===== config.mk =====
export PLATFORM = sky130hd
export DESIGN_NAME = lsu_ctrl_r32i
export DESIGN_NICKNAME = d
export VERILOG_FILES = /design/src/rtl/lsu_ctrl_r32i.sv
export SDC_FILE = /design/constraint.sdc
export NUM_CORES = 1
export LEC_CHECK = 0
export ABC_AREA = 1
export BUFFER_PORTS_ARGS = -buffer_cell sky130_fd_sc_hd__buf_2
export CORE_ASPECT_RATIO = 1.4
export CORE_MARGIN = 2
export CORE_UTILIZATION = 50
export DETAILED_ROUTE_END_ITERATION = 16
export GPL_TIMING_DRIVEN = 0
export PLACE_DENSITY = 0.8
export SYNTH_ARGS = -nofsm -noshare
export SYNTH_HDL_FRONTEND = slang
export SYNTH_SLANG_ARGS = --single-unit

===== constraint.sdc =====
create_clock -name Clock -period 4.9 [get_ports Clock]
set_input_delay 0.735 -clock Clock [delete_from_list [all_inputs] [get_ports Clock]]
set_output_delay 0.735 -clock Clock [all_outputs]
set_load 0.05 [all_outputs]

===== src/rtl/lsu_ctrl_r32i.sv =====
// RV32I load/store sequencer: validates and aligns a decoded LOAD/STORE, runs one
// req/ack transaction on the word-wide data port, then reports Done or Fault for a cycle.
module lsu_ctrl_r32i #(
    parameter int dataW   = 32,
    parameter int MaxWait = 15
) (
    input  logic             Clock,
    input  logic             Reset,
    input  logic             MemStart,
    input  logic             IsStore,
    input  logic [2:0]       Funct3,
    input  logic [dataW-1:0] EffAddr,
    input  logic [dataW-1:0] StoreData,
    output logic             Busy,
    output logic             Done,
    output logic             Fault,
    output logic [dataW-1:0] LoadData,
    output logic             MemReq,
    output logic             MemWe,
    output logic [dataW-1:0] MemAddr,
    output logic [dataW-1:0] MemWData,
    output logic [3:0]       MemByteEn,
    input  logic             MemAck,
    input  logic [dataW-1:0] MemRData
);

    typedef enum logic [1:0] {IDLE = 2'd0, ACCESS = 2'd1, RESP = 2'd2} state_e;

    state_e           state_q, state_d;
    logic             is_store_q, is_store_d;
    logic [2:0]       funct3_q, funct3_d;
    logic [1:0]       lane_q, lane_d;
    logic [dataW-1:0] addr_q, addr_d;
    logic [dataW-1:0] wdata_q, wdata_d;
    logic [3:0]       be_q, be_d;
    logic [7:0]       wait_q, wait_d;
    logic             req_q, req_d;
    logic             done_q, done_d;
    logic             fault_q, fault_d;
    logic [dataW-1:0] load_q, load_d;

    logic             legal, misaligned;
    logic [3:0]       be_new;
    logic [dataW-1:0] wdata_new;
    logic [dataW-1:0] rd_shift;
    logic [dataW-1:0] load_ext;

    // Decode of the incoming request; only consumed when MemStart is accepted in IDLE.
    always_comb begin
        legal      = 1'b0;
        misaligned = 1'b0;
        be_new     = 4'b0000;
        wdata_new  = StoreData;
        if (IsStore) begin
            legal = (Funct3 == 3'b000) || (Funct3 == 3'b001) || (Funct3 == 3'b010);
        end else begin
            legal = (Funct3 == 3'b000) || (Funct3 == 3'b001) || (Funct3 == 3'b010) ||
                    (Funct3 == 3'b100) || (Funct3 == 3'b101);
        end
        case (Funct3[1:0])
            2'b00: begin
                be_new    = 4'b0001 << EffAddr[1:0];
                wdata_new = {4{StoreData[7:0]}};
            end
            2'b01: begin
                misaligned = EffAddr[0];
                be_new     = EffAddr[1] ? 4'b1100 : 4'b0011;
                wdata_new  = {2{StoreData[15:0]}};
            end
            2'b10: begin
                misaligned = (EffAddr[1:0] != 2'b00);
                be_new     = 4'b1111;
                wdata_new  = StoreData;
            end
            default: begin
                be_new    = 4'b0000;
                wdata_new = StoreData;
            end
        endcase
    end

    // Halfword lanes are always even, so the same byte shift serves both widths.
    always_comb begin
        rd_shift = MemRData >> {lane_q, 3'b000};
        case (funct3_q)
            3'b000:  load_ext = {{24{rd_shift[7]}}, rd_shift[7:0]};
            3'b001:  load_ext = {{16{rd_shift[15]}}, rd_shift[15:0]};
            3'b100:  load_ext = {24'b0, rd_shift[7:0]};
            3'b101:  load_ext = {16'b0, rd_shift[15:0]};
            default: load_ext = MemRData;
        endcase
    end

    always_comb begin
        state_d    = state_q;
        is_store_d = is_store_q;
        funct3_d   = funct3_q;
        lane_d     = lane_q;
        addr_d     = addr_q;
        wdata_d    = wdata_q;
        be_d       = be_q;
        wait_d     = wait_q;
        req_d      = req_q;
        done_d     = 1'b0;
        fault_d    = 1'b0;
        load_d     = '0;
        case (state_q)
            IDLE: begin
                if (MemStart) begin
                    is_store_d = IsStore;
                    funct3_d   = Funct3;
                    lane_d     = EffAddr[1:0];
                    addr_d     = {EffAddr[dataW-1:2], 2'b00};
                    wdata_d    = wdata_new;
                    be_d       = be_new;
                    wait_d     = 8'd0;
                    if (legal && !misaligned) begin
                        state_d = ACCESS;
                        req_d   = 1'b1;
                    end else begin
                        state_d = RESP;
                        fault_d = 1'b1;
                    end
                end
            end
            ACCESS: begin
                if (MemAck) begin
                    state_d = RESP;
                    req_d   = 1'b0;
                    done_d  = 1'b1;
                    load_d  = is_store_q ? '0 : load_ext;
                end else if (wait_q == 8'(MaxWait - 1)) begin
                    state_d = RESP;
                    req_d   = 1'b0;
                    fault_d = 1'b1;
                end else begin
                    wait_d = wait_q + 8'd1;
                end
            end
            RESP: begin
                state_d = IDLE;
            end
            default: begin
                state_d = IDLE;
                req_d   = 1'b0;
            end
        endcase
    end

    always_ff @(posedge Clock or posedge Reset) begin
        if (Reset) begin
            state_q    <= IDLE;
            is_store_q <= 1'b0;
            funct3_q   <= 3'b000;
            lane_q     <= 2'b00;
            addr_q     <= '0;
            wdata_q    <= '0;
            be_q       <= 4'b0000;
            wait_q     <= 8'd0;
            req_q      <= 1'b0;
            done_q     <= 1'b0;
            fault_q    <= 1'b0;
            load_q     <= '0;
        end else begin
            state_q    <= state_d;
            is_store_q <= is_store_d;
            funct3_q   <= funct3_d;
            lane_q     <= lane_d;
            addr_q     <= addr_d;
            wdata_q    <= wdata_d;
            be_q       <= be_d;
            wait_q     <= wait_d;
            req_q      <= req_d;
            done_q     <= done_d;
            fault_q    <= fault_d;
            load_q     <= load_d;
        end
    end

    // Port fields are forced to zero whenever no request is outstanding.
    assign Busy      = !Reset && ((state_q == IDLE && MemStart) || state_q == ACCESS);
    assign Done      = done_q;
    assign Fault     = fault_q;
    assign LoadData  = load_q;
    assign MemReq    = req_q;
    assign MemWe     = req_q && is_store_q;
    assign MemAddr   = req_q ? addr_q : '0;
    assign MemWData  = req_q ? wdata_q : '0;
    assign MemByteEn = req_q ? be_q : 4'b0000;

endmodule

==> impl_metrics.csv <==
group,metric,value,unit
flow_run,cap_violations,0,
detailed_routing,drc,0,
detailed_routing,first_pass_iters,7,
timing,fin_skew,11.47,ps
timing,setup_viol,0,
timing,drv_slew,0,
floorplanning,ios,209,
synthesis,synth-seq-area-share,0.4906,
place,port_buffers,206,
layout,antennaDiodeCount,0,
layout,layout-drive-gt1-share,0.2559,
detailed_routing,routed_wl,17270,microns
global_route,grtUsageTotal,0.2664,
worst_setup_path,crit_arrival,2410,ps
layout,multi_input_comb_area,2407,sq um
worst_setup_path,path_max_fanout,10,
layout,final_util,0.6611,
synthesis,synth_cell_types,32,
worst_setup_path,cp-startpoint,"MemReq",
run_status,status,"finished, final reports clean",
timing,timing.final.hold_violations,0,
worst_setup_path,cp.required,4160,ps
place,post_dp_cell_area,7219,sq um
detailed_routing,wire_per_inst,14.37,microns
timing,slew_headroom,0.6340,
floorplanning,dieArea,12840,sq um
timing,whs,376.4,ps
global_route,grt-ovfl-total,0,
place,pre_cts_ws,2186,ps
cts,cts_max_level,4,
power,seq_power_share,0.288,
layout,stdcell_area,7775,sq um
floorplanning,die_y,133.3,microns
power,power_switching,2.487,mW
worst_setup_path,critPathTopFamily,"buffers and inverters",
synthesis,syn_avg_cell_area,7.323,sq um
worst_setup_path,crit_path_start_kind,"flip-flop",
layout,nFillCells,1059,
timing,layout_setup_ws,1758,ps
floorplanning,core_area,11760,sq um
worst_setup_path,crit_buf_inv,5,
global_route,first_global_vias,5933,
cts,post_cts_resize_count,0,
timing,worstMarginPinSlew,549.0,ps
cts,clockBufferDepth,2,
timing,post-route-period-util,0.6413,
global_route,grt_pass1_wl,26650,microns
cts,cts.sinks,117,
global_route,grt_max_degree,70,
detailed_routing,postRouteAntennaNets,0,
layout,area_growth,30.27,%
cts,cts_buffers,17,
cts,hold_buffers,0,
layout,final_nets,1152,
power,p_clk_frac,0.226,
floorplanning,rows,47,
worst_setup_path,crit_slowest_cell,"buf_1",
global_route,antenna_found_initial,0,
detailed_routing,vias_per_cell,5.103,
worst_setup_path,crit_top_cell,"clkbuf_1",
power,p_sw_frac,0.4856,
min_path,min_path_type,"input port to async pin",
worst_setup_path,critPathKind,"flip-flop to primary output",
place,dp_hpwl,12860,microns
synthesis,ys_seq_elements,117,
worst_setup_path,cp_slowest_stage_delay,490,ps
power,power.density,658.6,nW/um^2
detailed_routing,vias,6134,
timing,rsz0062_at_grt,"false",
floorplanning,fp.dieW,96.34,microns
synthesis,syn_area,5968,sq um
cts,insertion_delay,410,ps
worst_setup_path,crit-reg2reg-launch,"state_q[0]",
synthesis,syn_inst,815,
power,irDropWorstVdd,0.5313,mV
floorplanning,start_util,0.5074,
power,leakagePower,4.835,nW
detailed_routing,drtIter0Drc,327,
worst_setup_path,end_kind,"primary output",
synthesis,yosys_warnings,0,
cts,cts_root_buf,"clkbuf_16",
cts,clkTransAtPathRegs,50,ps
power,power_frac_comb,0.486,
cts,cts_setup_buffers,0,
layout,seq_area,2928,sq um
place,place.gp.congestion,0.9185,
worst_setup_path,crit_chain,"clkbuf_1 > clkbuf_1 > buf_1 > nand2_1 > inv_1 > buf_2",
cts,tritoncts,"done",
timing,fmax,0.3182,GHz
timing,fin_crit,3142,ps
power,intPower,2.634,mW
[power groups by stage]
| stage | Combinational, mW | Clock [mW] | Sequential, mW |
|---|---|---|---|
| 2_1_floorplan | 1.77 | 0 | 1.55 |
| 3_3_place_gp | 2.44 | 0 | 1.47 |
| 3_5_place_dp | 2.47 | 0 | 1.48 |
| 4_1_cts | 2.49 | 1.17 | 1.47 |
| 5_1_grt | 2.70 | 1.22 | 1.51 |
| 6_report | 2.49 | 1.16 | 1.47 |
[metrics by stage]
stage	TNS, ps	total power, mW	std cells
final	0	5.120	1202
after global routing	0	5.422	1202
after CTS	0	5.132	1202
after detailed placement	0	3.954	1170
after global placement	-28310	3.910	1169
after floorplan	0	3.321	816
[layer usage]
layer,global-route usage,vias to the layer above,part of all wire
li1,-,2963,-
met1,0.3002,2836,0.38
met2,0.4668,286,0.52
met3,0.04977,49,0.072
met4,0.1385,0,0.034
met5,0,-,0
[kinds of logic after synthesis]
family / synth area share
xor+xnor: 0.002936
buf+inv: 0.1067
flops: 0.4906
simple gates: 0.2738
compound gates: 0.1128
other cells: 0.0006283
fa+ha+maj: 0.01258
[cell type report]
cell class	instances	area share
repair buffers	207	0.1361
clock buffers	23	0.06147
clock inverters	9	0.009977
inverters	113	0.05616
multi-input cells	544	0.3096
flip-flops and latches	117	0.3766
well taps	147	0.02366
plain buffers	42	0.02639
[path summary, 6_finish.rpt]
kind                                 to  slack (ps)  cells past startpoint
max                        MemByteEn[2]        1760                      6
min                         wdata_q[16]         380                      2
max reg2reg                  addr_q[19]        3230                      7
min reg2reg                   addr_q[2]         480                      2
max in group asynchronous   LoadData[3]        3830                      3
min in group Clock            addr_q[2]         480                      2
[worst reg2reg max path: cells and delay by family, from the launching register on]
| family | cells | cell delay (ps) |
|---|---|---|
| AND/OR/NAND/NOR | 4 | 430 |
| flip-flops | 1 | 430 |
| buffers and inverters | 3 | 750 |
[synth_stat cells (all sizes together)]
cell	n	area (sq um)
nand2	302	1154
conb	1	3.750
ha	6	75.07
nand3	39	195.2
clkbuf	20	75.07
buf	22	130.1
nor3	3	15.01
o21ai	72	360.3
a31oi	7	43.79
a21oi	38	193.9
xor2	2	17.52
a21o	1	7.510
inv	111	419.2
dfrtp	117	2928
nor2	59	245.2
or2	3	18.77
nand4	1	6.260
o21bai	1	7.510
clkinv	2	12.51
o31ai	8	60.06
[registers in the layout (all words and copies together) (netlist names)]
name	count
LoadData	32
wdata_q	32
addr_q	30
wait_q	8
be_q	4
funct3_q	3
lane_q	2
state_q	2
Done	1
Fault	1
MemReq	1
is_store_q	1
[cells in the final DEF, fill, tap and decap left out, types with 4 or more instances in the layout]
cell,synthesis,routed
nand2_1,298,298
dfrtp_1,117,117
a21oi_1,37,37
inv_1,106,105
buf_1,5,5
inv_2,4,4
buf_2,11,217
clkbuf_16,0,17
o21ai_0,68,68
clkinv_2,0,5
nand3_1,39,39
ha_1,6,6
clkbuf_1,20,23
nor2_1,57,57
o31ai_1,8,8
a31oi_1,7,7
o21ai_1,4,4
Note: power is estimated with default switching activity, not from simulation.
